### src/rtl/campo_bcd_config.sv
// campo_bcd_config
//   Two-digit BCD field counter for the clock/calendar setting path. The value
//   wraps within [MIN_VAL..MAX_VAL]. It is edited by up/down buttons, with
//   hold-to-repeat, while sel == FIELD_ID. Otherwise it advances on a run-mode
//   tick. Carry and borrow pulses let several fields be cascaded.
//
// Ports
//   clk       in   system clock
//   reset     in   asynchronous, active-high reset
//   sel       in   [3:0] field-select bus; edit enabled when sel == FIELD_ID
//   up        in   increment button (debounced, synchronous)
//   down      in   decrement button (debounced, synchronous)
//   tick      in   1-cycle run-mode advance pulse
//   load      in   1-cycle parallel load strobe
//   load_val  in   [7:0] BCD load value {tens,ones}
//   bcd_out   out  [7:0] current value {tens,ones}
//   carry     out  1-cycle pulse when a tick wraps MAX_VAL->MIN_VAL
//   borrow    out  1-cycle pulse when a manual down step wraps MIN_VAL->MAX_VAL
//   load_err  out  1-cycle pulse when a load is rejected
module campo_bcd_config #(
    parameter int unsigned MIN_VAL    = 0,
    parameter int unsigned MAX_VAL    = 59,
    parameter int unsigned FIELD_ID   = 2,
    parameter int unsigned REPEAT_DLY = 50_000_000,
    parameter int unsigned REPEAT_PER = 13_000_000
) (
    input  logic       clk,
    input  logic       reset,
    input  logic [3:0] sel,
    input  logic       up,
    input  logic       down,
    input  logic       tick,
    input  logic       load,
    input  logic [7:0] load_val,
    output logic [7:0] bcd_out,
    output logic       carry,
    output logic       borrow,
    output logic       load_err
);

    localparam int unsigned TimerMax = (REPEAT_DLY > REPEAT_PER) ? REPEAT_DLY : REPEAT_PER;
    localparam int unsigned TimerW   = (TimerMax > 1) ? $clog2(TimerMax) : 1;

    localparam logic [TimerW-1:0] DlyLast = TimerW'(REPEAT_DLY - 1);
    localparam logic [TimerW-1:0] PerLast = TimerW'(REPEAT_PER - 1);

    localparam logic [7:0] MinBcd = {4'(MIN_VAL / 10), 4'(MIN_VAL % 10)};
    localparam logic [7:0] MaxBcd = {4'(MAX_VAL / 10), 4'(MAX_VAL % 10)};
    localparam logic [7:0] MinBin = 8'(MIN_VAL);
    localparam logic [7:0] MaxBin = 8'(MAX_VAL);

    typedef enum logic [1:0] {StIdle, StWait, StRepeat} state_e;

    state_e            state_q, state_d;
    logic [TimerW-1:0] timer_q, timer_d;
    logic              dir_q, dir_d;       // 1 = up, direction of the press being held
    logic [3:0]        tens_q, tens_d;
    logic [3:0]        ones_q, ones_d;
    logic              carry_q, carry_d;
    logic              borrow_q, borrow_d;
    logic              load_err_q, load_err_d;

    logic       edit;
    logic       btn;
    logic       step;
    logic       step_up;
    logic       at_max;
    logic       at_min;
    logic [7:0] inc_val;
    logic [7:0] dec_val;
    logic [7:0] lv_bin;
    logic       load_ok;

    assign edit   = (sel == 4'(FIELD_ID));
    assign btn    = edit & (up ^ down);
    assign at_max = ({tens_q, ones_q} == MaxBcd);
    assign at_min = ({tens_q, ones_q} == MinBcd);

    // BCD successor / predecessor with range wrap.
    always_comb begin
        inc_val = {tens_q, ones_q};
        if (at_max) begin
            inc_val = MinBcd;
        end else if (ones_q == 4'd9) begin
            inc_val = {tens_q + 4'd1, 4'd0};
        end else begin
            inc_val = {tens_q, ones_q + 4'd1};
        end
    end

    always_comb begin
        dec_val = {tens_q, ones_q};
        if (at_min) begin
            dec_val = MaxBcd;
        end else if (ones_q == 4'd0) begin
            dec_val = {tens_q - 4'd1, 4'd9};
        end else begin
            dec_val = {tens_q, ones_q - 4'd1};
        end
    end

    // Load check. lv_bin is only meaningful when both digits are valid; the +1
    // form keeps the lower-bound compare well-defined for MIN_VAL == 0.
    assign lv_bin  = 8'(load_val[7:4]) * 8'd10 + 8'(load_val[3:0]);
    assign load_ok = (load_val[7:4] <= 4'd9) && (load_val[3:0] <= 4'd9) &&
                     ((lv_bin + 8'd1) > MinBin) && (lv_bin <= MaxBin);

    // Hold FSM: first step on press, then REPEAT_DLY delay, then every REPEAT_PER.
    always_comb begin
        state_d = state_q;
        timer_d = timer_q;
        dir_d   = dir_q;
        step    = 1'b0;
        step_up = dir_q;
        unique case (state_q)
            StIdle: begin
                if (btn) begin
                    step    = 1'b1;
                    step_up = up;
                    dir_d   = up;
                    timer_d = '0;
                    state_d = StWait;
                end
            end
            StWait, StRepeat: begin
                // Release or reversal ends the press without a step.
                if (!btn || (up != dir_q)) begin
                    timer_d = '0;
                    state_d = StIdle;
                end else if (timer_q == ((state_q == StWait) ? DlyLast : PerLast)) begin
                    step    = 1'b1;
                    timer_d = '0;
                    state_d = StRepeat;
                end else begin
                    timer_d = timer_q + 1'b1;
                end
            end
            default: begin
                timer_d = '0;
                state_d = StIdle;
            end
        endcase

        // A load overrides everything and restarts the press handling.
        if (load) begin
            timer_d = '0;
            state_d = StIdle;
        end
    end

    // Value path, priority load > manual step > tick.
    always_comb begin
        tens_d     = tens_q;
        ones_d     = ones_q;
        carry_d    = 1'b0;
        borrow_d   = 1'b0;
        load_err_d = 1'b0;
        if (load) begin
            if (load_ok) begin
                {tens_d, ones_d} = load_val;
            end else begin
                load_err_d = 1'b1;
            end
        end else if (step) begin
            if (step_up) begin
                {tens_d, ones_d} = inc_val;
            end else begin
                {tens_d, ones_d} = dec_val;
                borrow_d         = at_min;
            end
        end else if (tick && !edit) begin
            {tens_d, ones_d} = inc_val;
            carry_d          = at_max;
        end
    end

    always_ff @(posedge clk or posedge reset) begin
        if (reset) begin
            state_q    <= StIdle;
            timer_q    <= '0;
            dir_q      <= 1'b0;
            tens_q     <= MinBcd[7:4];
            ones_q     <= MinBcd[3:0];
            carry_q    <= 1'b0;
            borrow_q   <= 1'b0;
            load_err_q <= 1'b0;
        end else begin
            state_q    <= state_d;
            timer_q    <= timer_d;
            dir_q      <= dir_d;
            tens_q     <= tens_d;
            ones_q     <= ones_d;
            carry_q    <= carry_d;
            borrow_q   <= borrow_d;
            load_err_q <= load_err_d;
        end
    end

    assign bcd_out  = {tens_q, ones_q};
    assign carry    = carry_q;
    assign borrow   = borrow_q;
    assign load_err = load_err_q;

endmodule

### config.mk
export PLATFORM = sky130hd
export DESIGN_NAME = campo_bcd_config
export DESIGN_NICKNAME = d
export VERILOG_FILES = /design/src/rtl/campo_bcd_config.sv
export SDC_FILE = /design/constraint.sdc
export NUM_CORES = 1
export LEC_CHECK = 0
export ABC_CLOCK_PERIOD_IN_PS = 7100
export CAP_MARGIN = 20
export CORE_UTILIZATION = 55
export DETAILED_ROUTE_END_ITERATION = 10
export PLACE_DENSITY = 0.77
export SLEW_MARGIN = 5
export SYNTH_ARGS = -nofsm -noshare
export SYNTH_HDL_FRONTEND = slang
export SYNTH_SLANG_ARGS = --single-unit
### constraint.sdc
create_clock -name clk -period 7.1 [get_ports clk]
set_input_delay 1.42 -clock clk [delete_from_list [all_inputs] [get_ports clk]]
set_output_delay 1.42 -clock clk [all_outputs]
set_load 0.01 [all_outputs]
# Word-level counts from Yosys, hierarchy flattened
# Index checks and enable logic that the tools add are counted.
dict set report op_classes {
  bitwise_logic 2
  eq_ne 11
  magnitude_cmp 4
  muxes 39
  mul 1
  add_sub_neg 7
  n_reduce_logical 15
}
# op count
set ops {}
lappend ops {{26-bit two-way mux} 5}
lappend ops {{26-bit one-hot mux with 2 select lines} 1}
lappend ops {{4-bit two-way mux} 10}
lappend ops {{8-bit two-way mux} 4}
lappend ops {{26-bit by 1-bit adder with 26-bit output (second input constant)} 1}
lappend ops {{26-bit equality test} 1}
lappend ops {{1-bit two-way mux} 13}
lappend ops {{4-bit by 1-bit adder with 4-bit output (second input constant)} 2}
lappend ops {{8-bit by 1-bit adder with 8-bit output (second input constant)} 1}
lappend ops {{8-bit by 4-bit adder with 8-bit output} 1}
lappend ops {{8-bit by 7-bit equality test with 1-bit output (second input constant)} 1}
lappend ops {{8-bit by 1-bit greater-than comparator with 1-bit output (second input constant)} 1}
lappend ops {{4-bit <= comparator (second input constant)} 2}
lappend ops {{8-bit by 6-bit <= comparator with 1-bit output (second input constant)} 1}
lappend ops {{8-bit zero test} 1}
lappend ops {{2-bit two-way mux} 4}
lappend ops {{4-bit by 1-bit subtractor with 4-bit output (second input constant)} 2}
lappend ops {{4-bit by 3-bit multiplier with 7-bit output (second input constant)} 1}
lappend ops {{5-bit by 3-bit != test with 1-bit output (second input constant)} 1}
lappend ops {{4-bit by 2-bit equality test with 1-bit output (second input constant)} 1}
lappend ops {{4-bit equality test (second input constant)} 1}
lappend ops {{1-bit logical AND} 4}
lappend ops {{4-bit zero test} 1}
lappend ops {{4-bit != test (second input constant)} 1}
lappend ops {{16 further kinds} 18}
dict set report totals {
  ff_bits 40
  output_inout_bits 11
  inputBits 18
}

# Depth between registers and ports, before layout
dict set report depth {
  ltp_word 8
  mapped_depth 11
  depth_no_buf 10
}

# Least setup slack after synthesis
# No wires, ideal clock.
dict set report synth_path {
  kind {input -> register}
  startpoint {input port load_val[5]}
  endpoint {register ones_q[2]}
  arrival_ns 3.946
  required_ns 7.031
  path_slack_ns 3.085
  stages 11
  setup_time_ns 0.069
  path_cell_list {ha_1 ha_1 fa_1 nor4bb_1 nand3_1 mux2i_1 o311ai_0 o21ai_1 clkbuf_1 a2111o_1 nand3_1}
}
dict set report synth_between {
  elab_chain_cells 8
  word_cells_on_any_way 11
  cone_classes {add/sub (2); mul (1); order compare (3); eq/ne (1); reduce/logical (4)}
}
# element line
set synth_rtl {}
lappend synth_rtl {{start: declaration} 34} ;# input logic [7:0] load_val,
lappend synth_rtl {{4-bit by 3-bit multiplier with 7-bit output} 104} ;# assign lv_bin = 8'(load_val[7:4]) * 8'd10 + 8'(load_val[3:0]);
lappend synth_rtl {{8-bit by 4-bit adder with 8-bit output} 104}
lappend synth_rtl {{8-bit by 1-bit adder with 8-bit output} 106} ;# ((lv_bin + 8'd1) > MinBin) && (lv_bin <= MaxBin);
lappend synth_rtl {{8-bit by 1-bit greater-than comparator with 1-bit output} 106}
lappend synth_rtl {{1-bit logical AND} 105} ;# assign load_ok = (load_val[7:4] <= 4'd9) && (load_val[3:0] <= 4'd9) &&
lappend synth_rtl {{1-bit logical AND *} 106}
lappend synth_rtl {{2-bit by 1-bit != test with 1-bit output (no source line) *} --}
lappend synth_rtl {{2-bit AND reduction (no source line) *} --}
lappend synth_rtl {{end signal: assignment} 183} ;# ones_q <= MinBcd[3:0];
lappend synth_rtl {{end signal: assignment} 192} ;# ones_q <= ones_d;
lappend synth_rtl {{end: declaration} 58} ;# logic [3:0] ones_q, ones_d;
# Mark *: on every way between the ends. The rest lies on a longest branch, timed or not.
# A chain may end at the register's enable or synchronous reset.

# Worst setup path in the final report
dict set report layout_path {
  startpoint {input port load_val[5]}
  endpoint {register tens_q[3]}
}
dict set report layout_between {
  elab_chain_cells 8
  word_cells_on_any_way 11
  cone_classes {add/sub (2); mul (1); order compare (3); eq/ne (1); reduce/logical (4)}
}
# element line
set layout_rtl {}
lappend layout_rtl {{4-bit by 3-bit multiplier with 7-bit output} 104}
lappend layout_rtl {{8-bit by 4-bit adder with 8-bit output} 104}
lappend layout_rtl {{8-bit by 1-bit adder with 8-bit output} 106}
lappend layout_rtl {{8-bit by 1-bit greater-than comparator with 1-bit output} 106}
lappend layout_rtl {{1-bit logical AND} 105}
lappend layout_rtl {{1-bit logical AND *} 106}
lappend layout_rtl {{2-bit by 1-bit != test with 1-bit output (no source line) *} --}
lappend layout_rtl {{3-bit AND reduction (no source line) *} --}
lappend layout_rtl {{end signal: assignment} 182} ;# tens_q <= MinBcd[7:4];
lappend layout_rtl {{end signal: assignment} 191} ;# tens_q <= tens_d;
lappend layout_rtl {{end: declaration} 57} ;# logic [3:0] tens_q, tens_d;
# Marks and branches as above.

==> impl_metrics.csv <==
group,metric,value,unit
logic_synthesis,synthFlopType,"dfrtp_1",
floorplanning,die-area,5670,sq um
cts,htreeDepth,2,
layout,final_net_count,407,
layout,layout_common_cells,"40 x dfrtp_1, 36 x nor2_1, 32 x nand2_1, 28 x clkdlybuf4s50_1, 25 x o21ai_0",
placed_design,portBuffers,28,
logic_synthesis,synth-seq-area-share,0.339,
layout,multi_input_area,1840,sq um
floorplanning,core,5140,sq um
sta,hold_viol,0,
sta,max_freq,205,MHz
min_path,holdCritPathClass,"reg2reg",
sta,worst_pin_slew,1.09,ns
drt,wl_per_cell,14.8,microns
grt,grt_max_degree,41,
cts,cts_root_buffer,"clkbuf_8",
drt,dr.pass1.iters,4,
power,power_density,195,nW/um^2
sta,post-route-min-period,4.87,ns
logic_synthesis,yosysWarningCount,0,
sta,rsz0062_at_grt,"false",
layout,num-fill-cells,458,
layout,drive_gt1_frac,0.0542,
grt,globalRouteOverflowTotal,0,
grt,grt_use_met2,0.358,
layout,antenna_cells,0,
grt,grt_use_met1,0.369,
logic_synthesis,ys_top_cells_by_area,"dfrtp_1 34%, ha_1 8.1%, nor2_1 4.6%",
grt,first_global_vias,2194,
cts,clkSinkCount,40,
logic_synthesis,syn_nets,381,
outcome,outcome,"complete, no violations",
sta,fin_skew,0.00899,ns
run,cap_viol_max_count,0,
logic_synthesis,synth_area_per_cell,8.63,sq um
layout,final_common_cell,"dfrtp_1",
layout,post-route-util,0.663,
floorplanning,chipHeight,75.3,microns
grt,antenna_found_initial,0,
drt,vias_per_cell,5.82,
logic_synthesis,synth.top_cell.area_share,0.339,
logic_synthesis,syn_area,2950,sq um
floorplanning,initial_utilization,0.574,
drt,routed_wl,6500,microns
cts,cts_resized,0,
logic_synthesis,yosysTopAreaCell,"dfrtp_1",
logic_synthesis,synth_edf_count,0,
drt,drtAntennaViolNets,0,
grt,grt_pass1_wl,10400,microns
sta,finalMaxSlewViolations,0,
critical_path,cp.required,7.31,ns
critical_path,path_max_fanout,14,
cts,cts_buffers,5,
critical_path,critPathCaptureType,"flip-flop",
critical_path,start_kind,"input port",
cts,postCtsHoldBufs,0,
sta,relSlewSlack,0.274,
layout,area.sequential,1000,sq um
drt,vias,2554,
drt,drt_iter0_drc,114,
floorplanning,die_w,75.3,microns
sta,tns,0,ns
grt,grt_usage,0.242,
logic_synthesis,async_reset_ff_frac,1.00,
grt,grt-busiest-layer,"met1",
cts,post_cts_buffers,0,
drt,drcViolationCount,0,
critical_path,crit_type,"in2reg",
placed_design,hpwl,4890,microns
cts,tritoncts,"done",
layout,syn2layout_area_growth,15.4,%
power,leakage,0.00141,uW
logic_synthesis,syn-instance-count,342,
sta,setup_viol_count_final,0,
placed_design,gp_congestion,0.869,
logic_synthesis,ys_ff_latch,40,
cts,clk_latency,0.29,ns
grt,use_met3,0.0442,
floorplanning,rows,26,
critical_path,crit_arrival,5.08,ns
power,ir_worst_vdd,0.0923,mV
logic_synthesis,synthDistinctLibCells,60,
cts,clk_pin_slew,0.08,ns
floorplanning,ioPinCount,29,
sta,finalCritPeriodShare,0.686,
cts,cts_buffer_depth,2,
-- sequential cells by signal, indices dropped and copies added, names as in the netlist --
name      flops
ones_q        4
carry         1
dir_q         1
state_q       2
tens_q        4
load_err      1
timer_q      26
borrow        1
-- area by class of cell --
type | count | area share
clock buffer | 7 | 0.0283
clock inverter | 1 | 0.00881
inverter | 12 | 0.0132
multi-input combinational | 278 | 0.541
sequential | 40 | 0.294
tap | 70 | 0.0257
timing repair buffer | 31 | 0.0889
-- where the power goes --
part           switching (uW)  internal [uW]
Combinational            96.7           91.1
Clock                    79.9            124
Sequential               29.9            242
Total                     206            457
-- metrics by stage --
stage	total power [uW]	cells	instance area [sq um]	setup slack, ns	hold slack [ns]
6_report	663	439	3410	2.23	0.523
5_1_grt	703	439	3410	1.90	0.563
4_1_cts	664	439	3410	2.25	0.524
3_5_place_dp	462	431	3280	1.94	0.512
3_3_place_gp	457	431	3280	2.08	0.489
2_1_floorplan	390	342	2950	3.09	0.457
-- critical path, cell delays in order --
cell and delay, ns:
clkdlybuf4s50_1 0.62, ha_1 0.29, ha_1 0.23, fa_1 0.50, nand2_1 0.12, a21o_1 0.09
o221ai_1 0.11, o311ai_0 0.59, o21ai_1 0.48, or3_1 0.46, o211ai_1 0.15
-- layer usage --
| metal | vias up | wire length, microns |
|---|---|---|
| li1 | 1287 | - |
| met3 | 6 | 173 |
| met2 | 44 | 2870 |
| met1 | 1217 | 3400 |
| met5 | - | 0 |
| met4 | 0 | 57 |
-- path summary, 6_finish.rpt --
kind | startpoint | endpoint | slack (ns) | depth (start not counted)
max in group asynchronous | reset | timer_q[22] | 5.19 | 3
setup reg to reg | state_q[0] | tens_q[2] | 4.24 | 9
hold / removal | timer_q[0] | timer_q[0] | 0.52 | 1
hold reg to reg | timer_q[0] | timer_q[0] | 0.52 | 1
min in group asynchronous | reset | borrow | 1.55 | 3
setup / recovery | load_val[5] | tens_q[3] | 2.23 | 11
-- synthesized netlist by cell type (all sizes together), types with 3 or more instances --
master / count
ha: 19
inv: 12
xor2: 10
nand2b: 7
buf: 5
o21ai: 26
nand2: 32
mux2i: 6
and2: 6
a2bb2oi: 3
nor3b: 3
a21oi: 18
and4: 4
or4b: 4
o31ai: 4
nand4: 6
clkbuf: 7
nand3b: 3
or3: 8
nor2: 36
xnor2: 10
nor3: 12
nand3: 16
dfrtp: 40
and3: 7
nor2b: 3
-- cells by family (layout without fill, tap and decap cells) --
| group | after synthesis | count (layout) | synth area share |
|---|---|---|---|
| AND/OR/NAND/NOR | 158 | 158 | 0.291 |
| AO/OA/AOI/OAI | 73 | 73 | 0.160 |
| flip-flops | 40 | 40 | 0.339 |
| buffers and inverters | 24 | 51 | 0.0364 |
| adder cells (fa/ha/maj) | 21 | 21 | 0.0941 |
| XOR/XNOR | 20 | 20 | 0.0593 |
| multiplexers | 6 | 6 | 0.0203 |
Note: power is estimated with default switching activity, not from simulation.
